[config.mk]
export PLATFORM = sky130hd
export DESIGN_NAME = ber_seq_ctrl
export DESIGN_NICKNAME = d
export VERILOG_FILES = /design/src/rtl/ber_seq_ctrl.sv
export SDC_FILE = /design/constraint.sdc
export NUM_CORES = 1
export LEC_CHECK = 0
export CAP_MARGIN = 40
export CORE_ASPECT_RATIO = 0.8
export CORE_UTILIZATION = 35
export DETAILED_ROUTE_END_ITERATION = 8
export GPL_TIMING_DRIVEN = 0
export SYNTH_ARGS = -nofsm -noshare
export SYNTH_HDL_FRONTEND = slang
export SYNTH_SLANG_ARGS = --single-unit
[constraint.sdc]
create_clock -name clk -period 8.9 [get_ports clk]
set_input_delay 1.335 -clock clk [delete_from_list [all_inputs] [get_ports clk]]
set_output_delay 1.335 -clock clk [all_outputs]
set_load 0.01 [all_outputs]
[src/rtl/ber_seq_ctrl.sv]
// rtl/ber_seq_ctrl.sv - run sequencer for the QPSK receiver BER checker
module ber_seq_ctrl #(
  parameter int CLR_CYCLES   = 4,
  parameter int SETTLE_TICKS = 262144,
  parameter int CNT_W        = 32
) (
  input  logic             clk,
  input  logic             reset,
  input  logic             start,
  input  logic             abort,
  input  logic [CNT_W-1:0] window_len,
  input  logic             valid_in,
  input  logic             err_in,
  output logic             ber_rst_n,
  output logic             ber_enable,
  output logic             busy,
  output logic             done,
  output logic [CNT_W-1:0] bit_count,
  output logic [CNT_W-1:0] err_count,
  output logic             err_sat
);

  localparam int CLR_W  = $clog2(CLR_CYCLES + 1);
  localparam int TICK_W = $clog2(SETTLE_TICKS + 1);

  typedef enum logic [2:0] {
    S_IDLE    = 3'd0,
    S_CLEAR   = 3'd1,
    S_SETTLE  = 3'd2,
    S_MEASURE = 3'd3,
    S_DONE    = 3'd4
  } state_t;

  state_t             state_q;
  state_t             state_d;
  logic [CLR_W-1:0]   clr_cnt;
  logic [TICK_W-1:0]  tick_cnt;
  logic [CNT_W-1:0]   win_len;
  logic [CNT_W-1:0]   bit_next;
  logic [CNT_W-1:0]   err_next;
  logic               start_acc;
  logic               settle_inc;
  logic               meas_tick;

  // Next counter values for a measured tick; errors stop at all-ones
  always_comb begin
    bit_next = bit_count + CNT_W'(1);
    err_next = err_count;
    if (err_in && !(&err_count)) begin
      err_next = err_count + CNT_W'(1);
    end
  end

  // State register
  always_ff @(posedge clk or posedge reset) begin
    if (reset) begin
      state_q <= S_IDLE;
    end else begin
      state_q <= state_d;
    end
  end

  // Next-state logic; abort outranks everything while a run is active
  always_comb begin
    state_d    = state_q;
    start_acc  = 1'b0;
    settle_inc = 1'b0;
    meas_tick  = 1'b0;
    case (state_q)
      S_IDLE, S_DONE: begin
        if (start) begin
          state_d   = S_CLEAR;
          start_acc = 1'b1;
        end
      end
      S_CLEAR: begin
        if (abort) begin
          state_d = S_IDLE;
        end else if (clr_cnt == CLR_W'(CLR_CYCLES - 1)) begin
          state_d = S_SETTLE;
        end
      end
      S_SETTLE: begin
        if (abort) begin
          state_d = S_IDLE;
        end else if (valid_in) begin
          settle_inc = 1'b1;
          if (tick_cnt == TICK_W'(SETTLE_TICKS - 1)) begin
            state_d = S_MEASURE;
          end
        end
      end
      S_MEASURE: begin
        if (abort) begin
          state_d = S_IDLE;
        end else if (bit_count == win_len) begin
          // Only reachable with a zero-length window: leave without counting
          state_d = S_DONE;
        end else if (valid_in) begin
          meas_tick = 1'b1;
          if (bit_next == win_len) begin
            state_d = S_DONE;
          end
        end
      end
      default: state_d = S_IDLE;
    endcase
  end

  // Status decode and checker enable gating
  always_comb begin
    busy       = 1'b0;
    done       = 1'b0;
    ber_enable = 1'b0;
    if (state_q == S_CLEAR || state_q == S_SETTLE || state_q == S_MEASURE) begin
      busy = 1'b1;
    end
    if (state_q == S_DONE) begin
      done = 1'b1;
    end
    if (state_q == S_SETTLE || state_q == S_MEASURE) begin
      ber_enable = valid_in;
    end
  end

  // Checker reset is low for exactly the cycles spent in CLEAR
  always_ff @(posedge clk or posedge reset) begin
    if (reset) begin
      ber_rst_n <= 1'b0;
    end else begin
      ber_rst_n <= (state_d != S_CLEAR);
    end
  end

  // Run counters: cleared on accepted start, frozen on abort
  always_ff @(posedge clk or posedge reset) begin
    if (reset) begin
      clr_cnt   <= '0;
      tick_cnt  <= '0;
      win_len   <= '0;
      bit_count <= '0;
      err_count <= '0;
      err_sat   <= 1'b0;
    end else if (start_acc) begin
      clr_cnt   <= '0;
      tick_cnt  <= '0;
      win_len   <= window_len;
      bit_count <= '0;
      err_count <= '0;
      err_sat   <= 1'b0;
    end else begin
      if (state_q == S_CLEAR) begin
        clr_cnt <= clr_cnt + CLR_W'(1);
      end
      if (settle_inc) begin
        tick_cnt <= tick_cnt + TICK_W'(1);
      end
      if (meas_tick) begin
        bit_count <= bit_next;
        err_count <= err_next;
        if (&err_next) begin
          err_sat <= 1'b1;
        end
      end
    end
  end

endmodule

* Word-level counts from Yosys, hierarchy flattened
Cells that the tools add are included.
** Operators by class
- Reduce and logical (&&, ||, !) cells :: 14
- Multiplexer cells :: 34
- Equal/unequal tests :: 9
- Add/subtract/negate cells :: 4
** Operators by type and width (count)
- 2-to-1 mux 32 bit :: 5
- adder 32 x 1 -> 32 bit (second input constant) :: 2
- equality test 32 bit :: 2
- AND reduction 32 bit :: 2
- 2-to-1 mux 19 bit :: 2
- 2-to-1 mux 3 bit :: 12
- adder 19 x 1 -> 19 bit (second input constant) :: 1
- equality test 19 x 18 -> 1 bit (second input constant) :: 1
- 2-to-1 mux 1 bit :: 14
- one-hot mux 3 bit (4 select lines) :: 1
- equality test 3 x 2 -> 1 bit (second input constant) :: 3
- nonzero test 2 bit :: 4
- adder 3 x 1 -> 3 bit (second input constant) :: 1
- equality test 3 x 1 -> 1 bit (second input constant) :: 1
- equality test 3 bit (second input constant) :: 1
- zero test 3 bit :: 1
- logical OR 1 bit :: 3
- != test 3 x 1 -> 1 bit (second input constant) :: 1
- AND reduction 2 bit :: 1
- OR reduction 2 bit :: 1
- logical AND 1 bit :: 1
- zero test 1 bit :: 1
** Word-level totals
- Flip-flop bits (word level) :: 123

* Depth between registers and ports, before layout
- Depth after elaboration :: 8
- Depth in mapped cells :: 11

* Worst setup path after synthesis
OpenSTA, ideal clock, no wires.
- Path kind :: input port to flip-flop
- Start point :: input err_in
- End point :: register err_sat
- Slack :: 5.668 ns
- Buffers on the path :: 1
- Data arrival time :: 3.129 ns
- Stages on the path :: 9
- Path through :: clkbuf_1 > and2_1 > nand4_1 > a311oi_4 > xnor2_1 > or3_1 > nor4_1 > nand4_1 > o41ai_2
** Between the ends
- Word-level cells in the longest chain between the ends :: 5
** Ends and longest elaborated chain
- start: declaration :: line 13 : input logic err_in,
- logical AND 1 bit :: line 49 : if (err_in && !(&err_count)) begin
- 2-to-1 mux 32 bit :: line 49
- AND reduction 32 bit :: line 161 : if (&err_next) begin
- nonzero test 2 bit (no source line)
- AND reduction 2 bit (no source line)
- end signal: assignment :: line 143 : err_sat <= 1'b0;
- end signal: assignment :: line 150 : err_sat <= 1'b0;
- end signal: assignment :: line 162 : err_sat <= 1'b1;
- end: declaration :: line 20 : output logic err_sat
Every way passes these cells.
A chain may end at the register's enable or synchronous reset.

* Worst setup path after layout
- Start point :: input valid_in
- End point :: output ber_enable
** Between the ends
- Word-level cells in the longest chain between the ends :: 1
** Ends and longest elaborated chain
- start: declaration :: line 12 : input logic valid_in,
- 2-to-1 mux 1 bit :: line 121 : if (state_q == S_SETTLE || state_q == S_MEASURE) begin
- end: declaration :: line 15 : output logic ber_enable,
Every way passes these cells.

==> Implementation_results.wiki <==
{| class="wikitable"
! Metric !! Value
|-
| Run status || finished clean
|-
| Average cell area after synthesis || 8.564 um2
|-
| Number of vias per cell after detailed routing || 5.433
|-
| Sequential area share after synthesis || 0.3941
|-
| Core utilization of the finished layout || 0.4534
|-
| Final Setup Violations || 0
|-
| Yosys top cell by area || sky130_fd_sc_hd__dfrtp_1
|-
| Buffer levels on the longest clock path || 2
|-
| Register Area || 3078 um2
|-
| Leakage || 0.004054 uW
|-
| Met2 wire len || 10.07 mm
|-
| # port buffers || 105
|-
| Total overflow reported by the global router || 0
|-
| Global-route wire length before repair || 38.45 mm
|-
| Initial cell density of the core || 0.3592
|-
| Post-cts hold buffer count || 0
|-
| Net switching power of the design || 675.2 uW
|-
| Die width || 169.0 um
|-
| Worst hold-check slack || 0.4937 ns
|-
| TritonCTS clock tree || done
|-
| Peak fanout along the critical path || 3
|-
| Full die area || 22920 um2
|-
| Global router's overall resource usage || 0.2172
|-
| Critical path endpoint category || primary output
|-
| Required time at the endpoint of the critical path || 7.57 ns
|-
| Row Count || 48
|-
| Internal Dissipation || 1272 uW
|-
| Path class of the lowest-slack min-delay path || register to register
|-
| Setup crit start kind || primary input
|-
| Antenna violations before repair || 0
|-
| Residual DRC || 0
|-
| Shortest period the worst path allows || 4.092 ns
|-
| Synth async-reset ratio || 1.000
|-
| Number of H-tree levels || 4
|-
| Cells after synthesis || 912
|-
| Critical path class || primary input to primary output
|-
| Post-Synthesis Net Count || 955
|-
| Final wirelength || 24.25 mm
|-
| Power share of the combinational group || 0.272
|-
| Top-count cell post-synth || sky130_fd_sc_hd__nand2_1
|-
| Pwr/cell area || 197.6 nW/um2
|-
| Diode insertion count for antenna repair || 0
|-
| Worst ir drop on vdd || 150.0 uV
|-
| Post-Syn Area || 7810 um2
|-
| Max-capacitance violation count || 0
|-
| Clk_skew || 0.01043 ns
|-
| Clk slew on worst S/H paths || 0.06 ns
|-
| Switching part of the total || 0.3467
|-
| Largest cells by area after synthesis || sky130_fd_sc_hd__dfrtp_1 (39%), sky130_fd_sc_hd__nand2_1 (7.7%), sky130_fd_sc_hd__xor2_1 (4.9%), sky130_fd_sc_hd__xnor2_1 (4.8%), sky130_fd_sc_hd__o21ai_0 (4.2%)
|-
| Number of global-route vias before repair || 6872
|-
| Total routed wire length on the met1 layer || 12.49 mm
|-
| Pins Over Slew Limit || 0
|-
| Clock sink count || 123
|-
| Sequential share of power || 0.374
|-
| Number of buffers created by CTS || 17
|-
| I/O Pins || 107
|-
| Maximum clock rate || 244.4 MHz
|-
| Number of hold violations in the final report || 0
|-
| Count of distinct cell types in the synthesized netlist || 79
|-
| Unrepaired setup endpoints after global routing || no
|-
| Uppermost metal layer occupied by signal nets || met4
|-
| 1st-pass router iterations || 7
|-
| Maximum number of pins on one net before global-route repair || 77
|-
| Core outline area || 21740 um2
|-
| Routed length on met3 || 1.492 mm
|-
| Number of synthesized flops with an enable pin || 0
|-
| Latest clock arrival within the worst-skew pair || 0.42 ns
|-
| Share of the synthesized area in the top cell type || 0.3941
|-
| Height of the die || 135.6 um
|-
| Cell count after placement || 1320
|-
| Layout net count || 1082
|-
| Final setup TNS || 0 ns
|-
| Vias after detailed routing || 7346
|-
| Data arrival, critical path || 2.76 ns
|-
| Layout filler cell count || 2183
|-
| Post-Layout Cell Count || 1352
|-
| Routed wirelength normalized by instance count || 17.94 um
|-
| Most frequently used flop master after synthesis || sky130_fd_sc_hd__dfrtp_1
|-
| Fraction of layout cells with a size suffix above 1 || 0.08650
|-
| Clock network fraction of total power || 0.354
|-
| Footprint of the multi-input gates || 4384 um2
|-
| Max-Slew Margin vs Limit || 0.4015
|-
| Residual antenna-violating net count after detailed routing || 0
|-
| Setup repair bufs after CTS || 0
|-
| Half-perimeter wire length of the detailed placement result || 17.71 mm
|-
| Post-cts repair resize count || 0
|-
| Count of routing violations after the opening detailed-route iteration || 646
|-
| Synth-to-layout area growth || 26.23%
|-
| Share of the cycle needed by the critical path after routing || 0.4598
|-
| Pin slew with the least headroom to its limit || 0.8917 ns
|-
| Top cells by count, synth || sky130_fd_sc_hd__nand2_1 (160), sky130_fd_sc_hd__dfrtp_1 (123), sky130_fd_sc_hd__nor2_1 (78), sky130_fd_sc_hd__o21ai_0 (66), sky130_fd_sc_hd__xor2_1 (44)
|-
| Placer Congestion || 0.9022
|-
| Root Driver || sky130_fd_sc_hd__clkbuf_16
|-
| Synthesized flop and latch total || 123
|-
| Warning count from the yosys run || 0
|}
==> registers in the layout, indices dropped and copies added, names as in the netlist <==
name       count
ber_rst_n      1
bit_count     32
clr_cnt        3
err_count     32
err_sat        1
state_q        3
tick_cnt      19
win_len       32
==> cells in the final DEF (no fill, tap or decap), drive strengths merged, types with 21 or more instances in the layout <==
cell type and n:
dfrtp 123, o21ai 67, buf 31, nand3 35
xor2 44, nor3 21, clkdlybuf4s50 105, nor2 78
nand4 36, xnor2 43, a21oi 32, clkbuf 49
nand2 160
==> critical path: stages <==
cell and delay [ns]:
sky130_fd_sc_hd__clkdlybuf4s50_1 0.63, sky130_fd_sc_hd__nand2_1 0.13, sky130_fd_sc_hd__nor2_1 0.11, sky130_fd_sc_hd__clkdlybuf4s50_1 0.54
==> metal layers <==
layer | GRT usage | vias to the layer above
li1 | - | 3522
met1 | 0.3314 | 3575
met2 | 0.3113 | 230
met3 | 0.04499 | 19
met4 | 0.04605 | 0
met5 | 0 | -
==> power by group through the flow <==
stage / clock network (uW) / logic, uW / registers [uW]
after floorplan: 0 / 351 / 712
after global routing: 722 / 582 / 739
after CTS: 699 / 526 / 728
after global placement: 0 / 513 / 735
after detailed placement: 0 / 523 / 735
final: 689 / 530 / 729
==> kinds of logic (layout without fill, tap and decap cells) <==
| family | count (synthesis) | in the layout | synth area share |
|---|---|---|---|
| compound gates | 182 | 182 | 0.1560 |
| fa+ha+maj | 5 | 5 | 0.008010 |
| xor+xnor | 87 | 87 | 0.09756 |
| flops | 123 | 123 | 0.3941 |
| mux | 8 | 8 | 0.01073 |
| simple gates | 435 | 435 | 0.2890 |
| buf+inv | 72 | 212 | 0.04454 |
==> stage by stage <==
stage / setup WS [ns] / instance area [um2] / power [uW]
after floorplan: 4.294 / 7810 / 1063
after global placement: 2.260 / 9236 / 1248
after detailed placement: 4.583 / 9278 / 1257
after CTS: 4.830 / 9858 / 1953
after global routing: 4.775 / 9858 / 2043
final: 4.808 / 9858 / 1947
==> final timing paths <==
path / startpoint / depth (start not counted) / end / slack [ns]
max in group asynchronous: reset / 3 / win_len[21] / 6.83
max reg2reg: bit_count[24] / 10 / err_count[26] / 5.35
min reg2reg: win_len[15] / 2 / win_len[15] / 0.49
min in group asynchronous: reset / 2 / err_count[23] / 1.33
min: win_len[15] / 2 / win_len[15] / 0.49
max: valid_in / 4 / ber_enable / 4.81
==> final cells by class <==
class,instances,share of cell area
plain buffers,56,0.02919
clock buffers,21,0.04671
clock inverters,11,0.01218
inverters,16,0.006600
multi-input cells,717,0.4447
flip-flops and latches,123,0.3122
well taps,300,0.03808
repair buffers,108,0.1103
No activity file was read; power rests on OpenSTA's default activity.
